[src/rtl/matrix_pu.sv]
// Matrix processing unit: computes one element C[i][j] of C = A x B as a dot
// product, reading A and B from shared memory under a grant handshake and
// writing the result back before pulsing result-ready.
//
// state    | meaning
// ---------+--------------------------------------------------------------
// IDLE     | waiting for an index pair; range check on acceptance
// REQ      | bus requested, waiting for grant (also the re-entry after loss)
// FETCH_A  | address A[i][k] on the bus
// FETCH_B  | address B[k][j] on the bus, capture A[i][k]
// MAC      | B[k][j] on read data, accumulate, advance k
// WRITE    | write accumulator to C[i][j]

module matrix_pu #(
    parameter int DATA_WIDTH  = 32,
    parameter int ADDR_WIDTH  = 10,
    parameter int INDEX_WIDTH = 8
) (
    input  logic                   i_Clock,
    input  logic                   i_Reset,
    input  logic                   i_Indexes_Ready,
    input  logic [INDEX_WIDTH-1:0] i_Row_Index,
    input  logic [INDEX_WIDTH-1:0] i_Column_Index,
    input  logic [31:0]            i_Config,
    output logic                   o_Indexes_Received,
    output logic                   o_Result_Ready,
    output logic                   o_Index_Error,
    output logic                   o_Grant_Request,
    input  logic                   i_Grant,
    output logic [ADDR_WIDTH-1:0]  o_Memory_Address,
    input  logic [DATA_WIDTH-1:0]  i_Memory_Data,
    output logic [DATA_WIDTH-1:0]  o_Memory_Data,
    output logic                   o_Write_Enable
);

    // Common compare width for indices and 8-bit dimension fields.
    localparam int CW = (INDEX_WIDTH > 8) ? INDEX_WIDTH : 8;
    // Wide enough that address arithmetic never overflows before truncation.
    localparam int PW = 2 * CW + 2;

    typedef enum logic [2:0] {
        S_IDLE,
        S_REQ,
        S_FETCH_A,
        S_FETCH_B,
        S_MAC,
        S_WRITE
    } state_t;

    state_t r_state;
    state_t w_state_next;

    logic [7:0]            r_m;
    logic [7:0]            r_kdim;
    logic [7:0]            r_n;
    logic [CW-1:0]         r_row;
    logic [CW-1:0]         r_col;
    logic [CW-1:0]         r_k;
    logic [DATA_WIDTH-1:0] r_a;
    logic [DATA_WIDTH-1:0] r_acc;
    logic                  r_idx_rcvd;
    logic                  r_result_ready;
    logic                  r_index_error;

    logic                  w_in_range;
    logic                  w_k_more;
    logic                  w_k_inc_more;
    logic [CW:0]           w_k_inc;
    logic [DATA_WIDTH-1:0] w_product;
    logic [PW-1:0]         w_b_base;
    logic [PW-1:0]         w_c_base;
    logic [PW-1:0]         w_addr_a;
    logic [PW-1:0]         w_addr_b;
    logic [PW-1:0]         w_addr_c;
    logic                  w_unused_k_copy;

    // The duplicate K field carries no information for this unit.
    assign w_unused_k_copy = ^i_Config[23:16];

    assign w_in_range = (CW'(i_Row_Index)    < CW'(i_Config[7:0])) &&
                        (CW'(i_Column_Index) < CW'(i_Config[31:24]));

    assign w_k_inc      = {1'b0, r_k} + 1'b1;
    assign w_k_more     = (r_k < CW'(r_kdim));
    assign w_k_inc_more = (w_k_inc < (CW + 1)'(r_kdim));

    // Low bits of a product are the same for signed and unsigned operands,
    // so a plain truncated multiply gives the wrapped signed result.
    assign w_product = r_a * i_Memory_Data;

    assign w_b_base = PW'(1) + PW'(r_m) * PW'(r_kdim);
    assign w_c_base = w_b_base + PW'(r_kdim) * PW'(r_n);
    assign w_addr_a = PW'(1) + PW'(r_row) * PW'(r_kdim) + PW'(r_k);
    assign w_addr_b = w_b_base + PW'(r_k) * PW'(r_n) + PW'(r_col);
    assign w_addr_c = w_c_base + PW'(r_row) * PW'(r_n) + PW'(r_col);

    // State register plus datapath registers and registered status pulses.
    always_ff @(posedge i_Clock) begin
        if (i_Reset) begin
            r_state        <= S_IDLE;
            r_m            <= '0;
            r_kdim         <= '0;
            r_n            <= '0;
            r_row          <= '0;
            r_col          <= '0;
            r_k            <= '0;
            r_a            <= '0;
            r_acc          <= '0;
            r_idx_rcvd     <= 1'b0;
            r_result_ready <= 1'b0;
            r_index_error  <= 1'b0;
        end else begin
            r_state        <= w_state_next;
            r_idx_rcvd     <= 1'b0;
            r_result_ready <= 1'b0;
            r_index_error  <= 1'b0;
            case (r_state)
                S_IDLE: begin
                    if (i_Indexes_Ready) begin
                        r_m        <= i_Config[7:0];
                        r_kdim     <= i_Config[15:8];
                        r_n        <= i_Config[31:24];
                        r_row      <= CW'(i_Row_Index);
                        r_col      <= CW'(i_Column_Index);
                        r_idx_rcvd <= 1'b1;
                        r_k        <= '0;
                        r_acc      <= '0;
                        if (!w_in_range) begin
                            r_index_error  <= 1'b1;
                            r_result_ready <= 1'b1;
                        end
                    end
                end
                S_FETCH_B: begin
                    if (i_Grant) begin
                        r_a <= i_Memory_Data;
                    end
                end
                S_MAC: begin
                    r_acc <= r_acc + w_product;
                    r_k   <= w_k_inc[CW-1:0];
                end
                S_WRITE: begin
                    if (i_Grant) begin
                        r_result_ready <= 1'b1;
                    end
                end
                default: begin
                end
            endcase
        end
    end

    // Next-state and bus decode; a lost grant voids the cycle and falls back to REQ.
    always_comb begin
        w_state_next     = r_state;
        o_Grant_Request  = 1'b0;
        o_Memory_Address = '0;
        o_Memory_Data    = '0;
        o_Write_Enable   = 1'b0;
        case (r_state)
            S_IDLE: begin
                if (i_Indexes_Ready && w_in_range) begin
                    w_state_next = S_REQ;
                end
            end
            S_REQ: begin
                o_Grant_Request = 1'b1;
                if (i_Grant) begin
                    w_state_next = w_k_more ? S_FETCH_A : S_WRITE;
                end
            end
            S_FETCH_A: begin
                o_Grant_Request  = 1'b1;
                o_Memory_Address = ADDR_WIDTH'(w_addr_a);
                w_state_next     = i_Grant ? S_FETCH_B : S_REQ;
            end
            S_FETCH_B: begin
                o_Grant_Request  = 1'b1;
                o_Memory_Address = ADDR_WIDTH'(w_addr_b);
                w_state_next     = i_Grant ? S_MAC : S_REQ;
            end
            S_MAC: begin
                o_Grant_Request = 1'b1;
                w_state_next    = w_k_inc_more ? S_FETCH_A : S_WRITE;
            end
            S_WRITE: begin
                o_Grant_Request  = 1'b1;
                o_Memory_Address = ADDR_WIDTH'(w_addr_c);
                o_Memory_Data    = r_acc;
                o_Write_Enable   = i_Grant;
                w_state_next     = i_Grant ? S_IDLE : S_REQ;
            end
            default: begin
                w_state_next = S_IDLE;
            end
        endcase
    end

    assign o_Indexes_Received = r_idx_rcvd;
    assign o_Result_Ready     = r_result_ready;
    assign o_Index_Error      = r_index_error;

endmodule

[config.mk]
export PLATFORM = sky130hd
export DESIGN_NAME = matrix_pu
export DESIGN_NICKNAME = d
export VERILOG_FILES = /design/src/rtl/matrix_pu.sv
export SDC_FILE = /design/constraint.sdc
export NUM_CORES = 2
export LEC_CHECK = 0
export ABC_AREA = 1
export ABC_CLOCK_PERIOD_IN_PS = 19300
export CAP_MARGIN = 20
export CORE_MARGIN = 3
export CORE_UTILIZATION = 25
export CTS_BUF_LIST = sky130_fd_sc_hd__clkbuf_16
export DETAILED_ROUTE_END_ITERATION = 12
export GPL_TIMING_DRIVEN = 0
export PLACE_DENSITY = 0.48
export SLEW_MARGIN = 20
export SYNTH_ARGS = -nofsm -noshare
export SYNTH_HDL_FRONTEND = slang
export SYNTH_SLANG_ARGS = --single-unit
[constraint.sdc]
create_clock -name i_Clock -period 19.3 [get_ports i_Clock]
set_input_delay 4.825 -clock i_Clock [delete_from_list [all_inputs] [get_ports i_Clock]]
set_output_delay 4.825 -clock i_Clock [all_outputs]
set_load 0.05 [all_outputs]
# [After elaboration in Yosys (flattened, before gate mapping)]
# Cells that the tools add are included.
[totals] register_bits=118 inputBits=84 out_inout_bits=47 wordCells=72
[classes] addsub=10 n_mul=6 n_lt_le_gt_ge=4 n_eq_ne=8 mux=21 bitwise_logic=1 reduce_logical=10
[op_table] op="$mux W32" n=2
[op_table] op="$pmux W32 S2" n=1
[op_table] op="$mul A8 B8 Y10" n=5
[op_table] op="$add A32 B32 Y32" n=1
[op_table] op="$mul A32 B32 Y32" n=1
[op_table] op="$add A10 B10 Y10" n=3
[op_table] op="$add A10 B8 Y10" n=3
[op_table] op="$pmux W10 S3" n=1
[op_table] op="$lt A8 B8 Y1" n=3
[op_table] op="$add A1 B10 Y10 const A" n=2
[op_table] op="$pmux W3 S6" n=1
[op_table] op="$pmux W8 S2" n=1
[op_table] op="$mux W3" n=5
[op_table] op="$add A8 B1 Y9 const B" n=1
[op_table] op="$lt A9 B8 Y1" n=1
[op_table] op="$mux W8" n=1
[op_table] op="$reduce_and A2 Y1" n=4
[op_table] op="$mux W1" n=7
[op_table] op="$eq A3 B2 Y1 const B" n=2
[op_table] op="$eq A3 B3 Y1 const B" n=2
[op_table] op="$ne A2 B2 Y1 const B" n=3
[op_table] op="$reduce_or A5 Y1" n=1
[op_table] op="$eq A3 B1 Y1 const B" n=1
[op_table] op="$logic_not A3 Y1" n=1
[op_table] op="other kinds (6)" n=7

# [Longest topological paths before layout]
[logic_depth] ltp_word=6 depth_mapped=38 ltp_nobuf=36

# [Worst setup path before layout]
# OpenSTA, ideal clock, no wires.
[synth_timing] kind="flip-flop to output port" start="register r_kdim[3]" end="output o_Memory_Address[6]" arrival_time_ps=8287 required_time_ps=14475 slack_ps=6188 path_stages_with_launch=30 n_path_buf=2 path_cell_list="dfxtp_1 -> clkbuf_1 -> buf_1 -> nand2_1 -> inv_1 -> ha_1 -> fa_1 -> ha_1 -> inv_1 -> fa_1 -> inv_1 -> ha_1 -> a21oi_1 -> nand2_1 -> nand2_1 -> and2_1 -> inv_1 -> fa_1 -> inv_1 -> fa_1 -> fa_1 -> inv_1 -> fa_1 -> fa_1 -> inv_1 -> ha_1 -> a21oi_1 -> o31ai_1 -> and2_1 -> o311ai_0"
[synth_between] elab_chain_cells=6 word_cells_on_any_way=12 classes_between="8 x add/sub; 3 x mul; 1 x mux"
[synth_rtl] item="start, declared" line_no="54" source="logic [7:0] r_kdim;"
[synth_rtl] item="start signal, assigned" line_no="121" source="r_kdim <= i_Config[15:8];"
[synth_rtl] item="$mul A8 B8 Y10" line_no="91" source="assign w_b_base = PW'(1) + PW'(r_m) * PW'(r_kdim);"
[synth_rtl] item="$add A1 B10 Y10" line_no="91"
[synth_rtl] item="$add A10 B10 Y10" line_no="92" source="assign w_c_base = w_b_base + PW'(r_kdim) * PW'(r_n);"
[synth_rtl] item="$add A10 B10 Y10" line_no="95" source="assign w_addr_c = w_c_base + PW'(r_row) * PW'(r_n) + PW'(r_col);"
[synth_rtl] item="$add A10 B8 Y10" line_no="95"
[synth_rtl] item="$pmux W10 S3 (*)" line_no="161" source="case (r_state)"
[synth_rtl] item="end, declared" line_no="30" source="output logic [ADDR_WIDTH-1:0] o_Memory_Address,"
# Mark *: on every way between the ends. The rest lies on a longest branch, timed or not.

# [Worst setup path after layout]
[layout_timing] start="register r_kdim[3]" end="output o_Memory_Address[9]"
# The elaborated chain is that of the path after synthesis.

==> impl_summary.md <==
Finish
The area growth from synthesis to final layout is 12.04%. The footprint of the multi-input gates is 23160 um2. The utilization of the core after routing is approximately 28%. The area taken by flip-flops and latches is 2362 um2. The filler cell count is 13318. The layout cell share with drive strength beyond 1 is approximately 2.5%. At the end of the flow, the number of nets in the layout was between 5000 and 6000.

Worst setup path
The critical-path cell with the highest stage delay is clkdlybuf4s50_1. The endpoint kind of the worst setup timing path is an output pin. The worst stage delay on the critical path is roughly 830 ps. The cell type with the highest occurrence count on the critical path is inv_1. For flop-to-flop paths, the worst setup slack is 11120 ps. In this run the critical register-to-register path is captured at r_acc[24]. In this run the worst setup path begins at r_kdim[3]. The worst register-to-register path begins at r_a[13]. The number of cells on the worst reg-to-reg path is 24. Together, buffers and inverters on the worst path number 13. The maximum fanout along the worst path is 10. The start-to-end type of the worst setup path is register to output pin.

For the worst setup path, the data required time is roughly 14000 ps. The worst setup path is launched from a register. For the worst setup path, the data arrival time is 10200 ps. Broken down by cell family, the worst path's largest delay share belongs to adder cells.

Power
In this run the power spent charging and discharging nets is 0.6470 mW. The static leakage is roughly 18 nW. The worst IR drop on VDD is between 0.06 and 0.07 mV. The internal cell power is about 0.7 mW. For this design the ratio of total power to cell area is roughly 39 nW/um2.

The logic gate share of total power is 54.2%. Sequential cells account for a little over 20% of the total power. The proportion of total power due to net switching is 48.68%.

The clock network burns 25.3% of the power.

Yosys
The Yosys warning count is 0. The number of enable-type register cells in the synthesized netlist is 0. The primary flip-flop cell chosen by synthesis mapping is dfxtp_1. In this run, synthesis produced a sequential element count of between 100 and 150.

The async set-reset flop share out of synthesis is 0%. The sequential element share of the synthesized area is 7.705%. The number of distinct standard cells referenced by the synthesized netlist is between 40 and 50. The mean instance size in the synthesized netlist is about 7.5 um2. The synthesized netlist net count is 5048. The synthesized instance count is between 4000 and 5000.

Summing every instance area after synthesis gives 30660 um2.

STA
The count of final hold-check violations is 0. The worst pin sits at a relative slew slack of 20.67%. Static timing analysis puts the maximum clock frequency at 0.06655 GHz. Setup repair after global routing left no endpoint under its margin. The count of pins over their slew limit came to 0. The final cycle utilization of the critical path is between 70% and 80%. Across the routed clock network, the largest skew measured is around 16 ps. The number of setup violations in the final report is 0.

The clock period could shrink to about 15000 ps. The total negative setup slack is 0 ps. The transition time at the pin with the least slew margin is 1190 ps.

Route
The first-pass iteration count of the detailed router is 5. The routed via count is about 26000. The average wire per standard cell is between 15 and 20 um.

The detailed router finished its first iteration with roughly 1900 violations. The total DRC errors in the routed layout is 0. The count of antenna-violating nets left after detailed routing is 0. The vias per cell is roughly 4.4.

The total wirelength of the detailed-routed design is approximately 110000 um.

Clock network
In this run, CTS created clock tree buffers numbering 17. The root buffer cell chosen for the clock tree is clkbuf_16. The maximum level of the CTS H-tree is 4. Clock latency on the worst-skew pair, taken at its later pin, is 500 ps. Clock-pin slew was measured on the worst setup and hold paths at ~80 ps. The number of hold buffers added after CTS is 0. The clock passes through at most 2 buffers.

The TritonCTS sink count is 118. The count of cells resized by post-cts repair is 0. In this run the post-CTS setup repair buffer count came out at 0. TritonCTS built the clock tree.

Floorplanning
The floorplan has about 130 rows. The initial utilization of the core area, before any placement, comes to approximately 25%. In this run the horizontal extent of the chip is approximately 360 um. The core region is 120800 um2. The number of top-level pins is about 130.

The die height is around 360 um. The die area is 126900 um2.

Worst hold path
The path with the worst hold slack has its endpoint at r_acc[5]. The tightest min-delay check is of the register to register type. The worst hold path begins at r_acc[5]. The number of stages on the worst hold path is 2.

Global route
The remaining global-route overflow is 0. The first global-routing pass estimated about 160000 um of wire. The initial antenna violation count is 1. Global routing consumed, over all layers together, between 10% and 20% of the routing resources. Entering global routing, the biggest net connects 17 pins.

The via count of the first global-routing pass is 26054.

Placement
The number of I/O port buffers is between 100 and 150. At the end of routability-driven placement, the weighted congestion stood at between 0.8 and 0.9. Detailed placement ended at an HPWL of 90530 um.

Run
Across the run, the number of max-cap violations was 0.

Outcome
The run finished with clean final reports.
==> metal layers <==
metal	global-route usage, %	wire length [um]	share of wire (%)	vias up
met1	23.99	48120	45	12690
met5	0	0	0	-
met3	2.720	7019	6.5	95
met2	28.14	49860	46	777
li1	-	-	-	12023
met4	4.764	2865	2.7	0
==> worst max path at each step <==
stage / endpoint / slack [ps] / cells past startpoint
2_1_floorplan: o_Memory_Address[6] / 6190 / 29
3_3_place_gp: o_Memory_Address[9] / 4770 / 36
3_5_place_dp: o_Memory_Address[9] / 4820 / 36
4_1_cts: o_Memory_Address[9] / 4250 / 36
5_1_grt: o_Memory_Address[9] / 3780 / 36
6_report: o_Memory_Address[9] / 4270 / 36
==> cells in the mapped netlist (all sizes together), types with 48 or more instances <==
cell type | n | area share (%)
a21oi | 159 | 2.6
buf | 59 | 1.0
clkbuf | 143 | 1.8
dfxtp | 118 | 7.7
fa | 601 | 39
ha | 261 | 11
inv | 1142 | 14
nand2 | 1074 | 13
nand3 | 67 | 1.1
nor2 | 176 | 2.2
o21ai | 138 | 2.3
xor2 | 48 | 1.4
==> sequential cells by signal, indices dropped and copies added (netlist names) <==
signal,cells
o_Index_Error,1
o_Indexes_Received,1
o_Result_Ready,1
r_a,32
r_acc,32
r_col,8
r_k,8
r_kdim,8
r_m,8
r_n,8
r_row,8
r_state,3
==> worst register-to-register path: stages, from the launching register on <==
cell      delay, ps
dfxtp_1         330
clkbuf_1        560
buf_1           750
nand2_1         170
fa_1            430
fa_1            530
fa_1            460
fa_1            550
inv_1            50
fa_1            490
inv_1            50
fa_1            520
inv_1            50
fa_1            490
inv_1            50
fa_1            470
inv_1            40
ha_1            330
nand2_1         180
o21ai_0         130
a21oi_1         360
o211ai_1        310
a21o_1          270
o21ai_0         360
a21oi_1         120
==> final cells by class <==
class | count | share of cell area, %
multi-input cells | 2640 | 67.44
inverters | 1142 | 12.48
flip-flops and latches | 118 | 6.877
well taps | 1612 | 5.872
repair buffers | 109 | 3.180
plain buffers | 202 | 2.470
clock buffers | 17 | 1.238
clock inverters | 15 | 0.4407
diodes | 1 | 0.007285
==> kinds of logic (layout without fill, tap and decap cells) <==
kind of cell,Yosys count,after routing,synth area share [%]
AOI/OAI and AO/OA,336,336,5.836
xor gates and xnor gates,80,80,2.334
adders and majority gates,862,862,49.90
buffers and inverters,1344,1485,16.74
DFF,118,118,7.705
other,0,1,0
and+or+nand+nor,1362,1362,17.48
==> power groups by stage <==
stage	sequential, mW	clock, mW	combinational (mW)
3_5_place_dp	0.277	0	0.723
5_1_grt	0.273	0.352	0.829
6_report	0.271	0.337	0.721
4_1_cts	0.271	0.345	0.728
3_3_place_gp	0.276	0	0.720
2_1_floorplan	0.272	0	0.487
==> cells in the final DEF (no fill, tap or decap), types with 3 or more instances in the layout <==
cell and instances:
o21ai_1 8, fa_1 601, or2_2 6, inv_2 3
clkbuf_2 4, xor2_1 47, o31ai_1 3, buf_4 9
o221ai_1 4, nand3_1 65, o21ai_0 130, xnor2_1 31
a21oi_1 159, o211ai_1 9, nand4_1 10, o21bai_1 4
clkdlybuf4s50_1 108, dfxtp_1 118, and2_1 4, clkbuf_1 139
buf_6 3, nand2_2 10, clkbuf_16 17, inv_1 1139
nor2_1 173, nor3_1 7, buf_2 29, inv_8 3
nor2_2 3, a21o_1 10, o21a_1 3, inv_6 8
or2_1 6, buf_1 19, ha_1 261, nand3b_1 7
nand2_1 1064
==> stage by stage <==
step	setup WS [ps]	power (mW)	hold WS [ps]	std cells	instance area (um2)
floorplan	6188	0.7582	440.1	4102	30660
global placement	4765	0.9960	452.1	5822	33760
detailed placement	4822	0.9997	453.4	5822	33760
CTS	4248	1.344	464.0	5854	34340
global route	3776	1.454	482.8	5855	34350
finish	4273	1.329	462.6	5856	34350
Power figures use the tool's default switching activity.
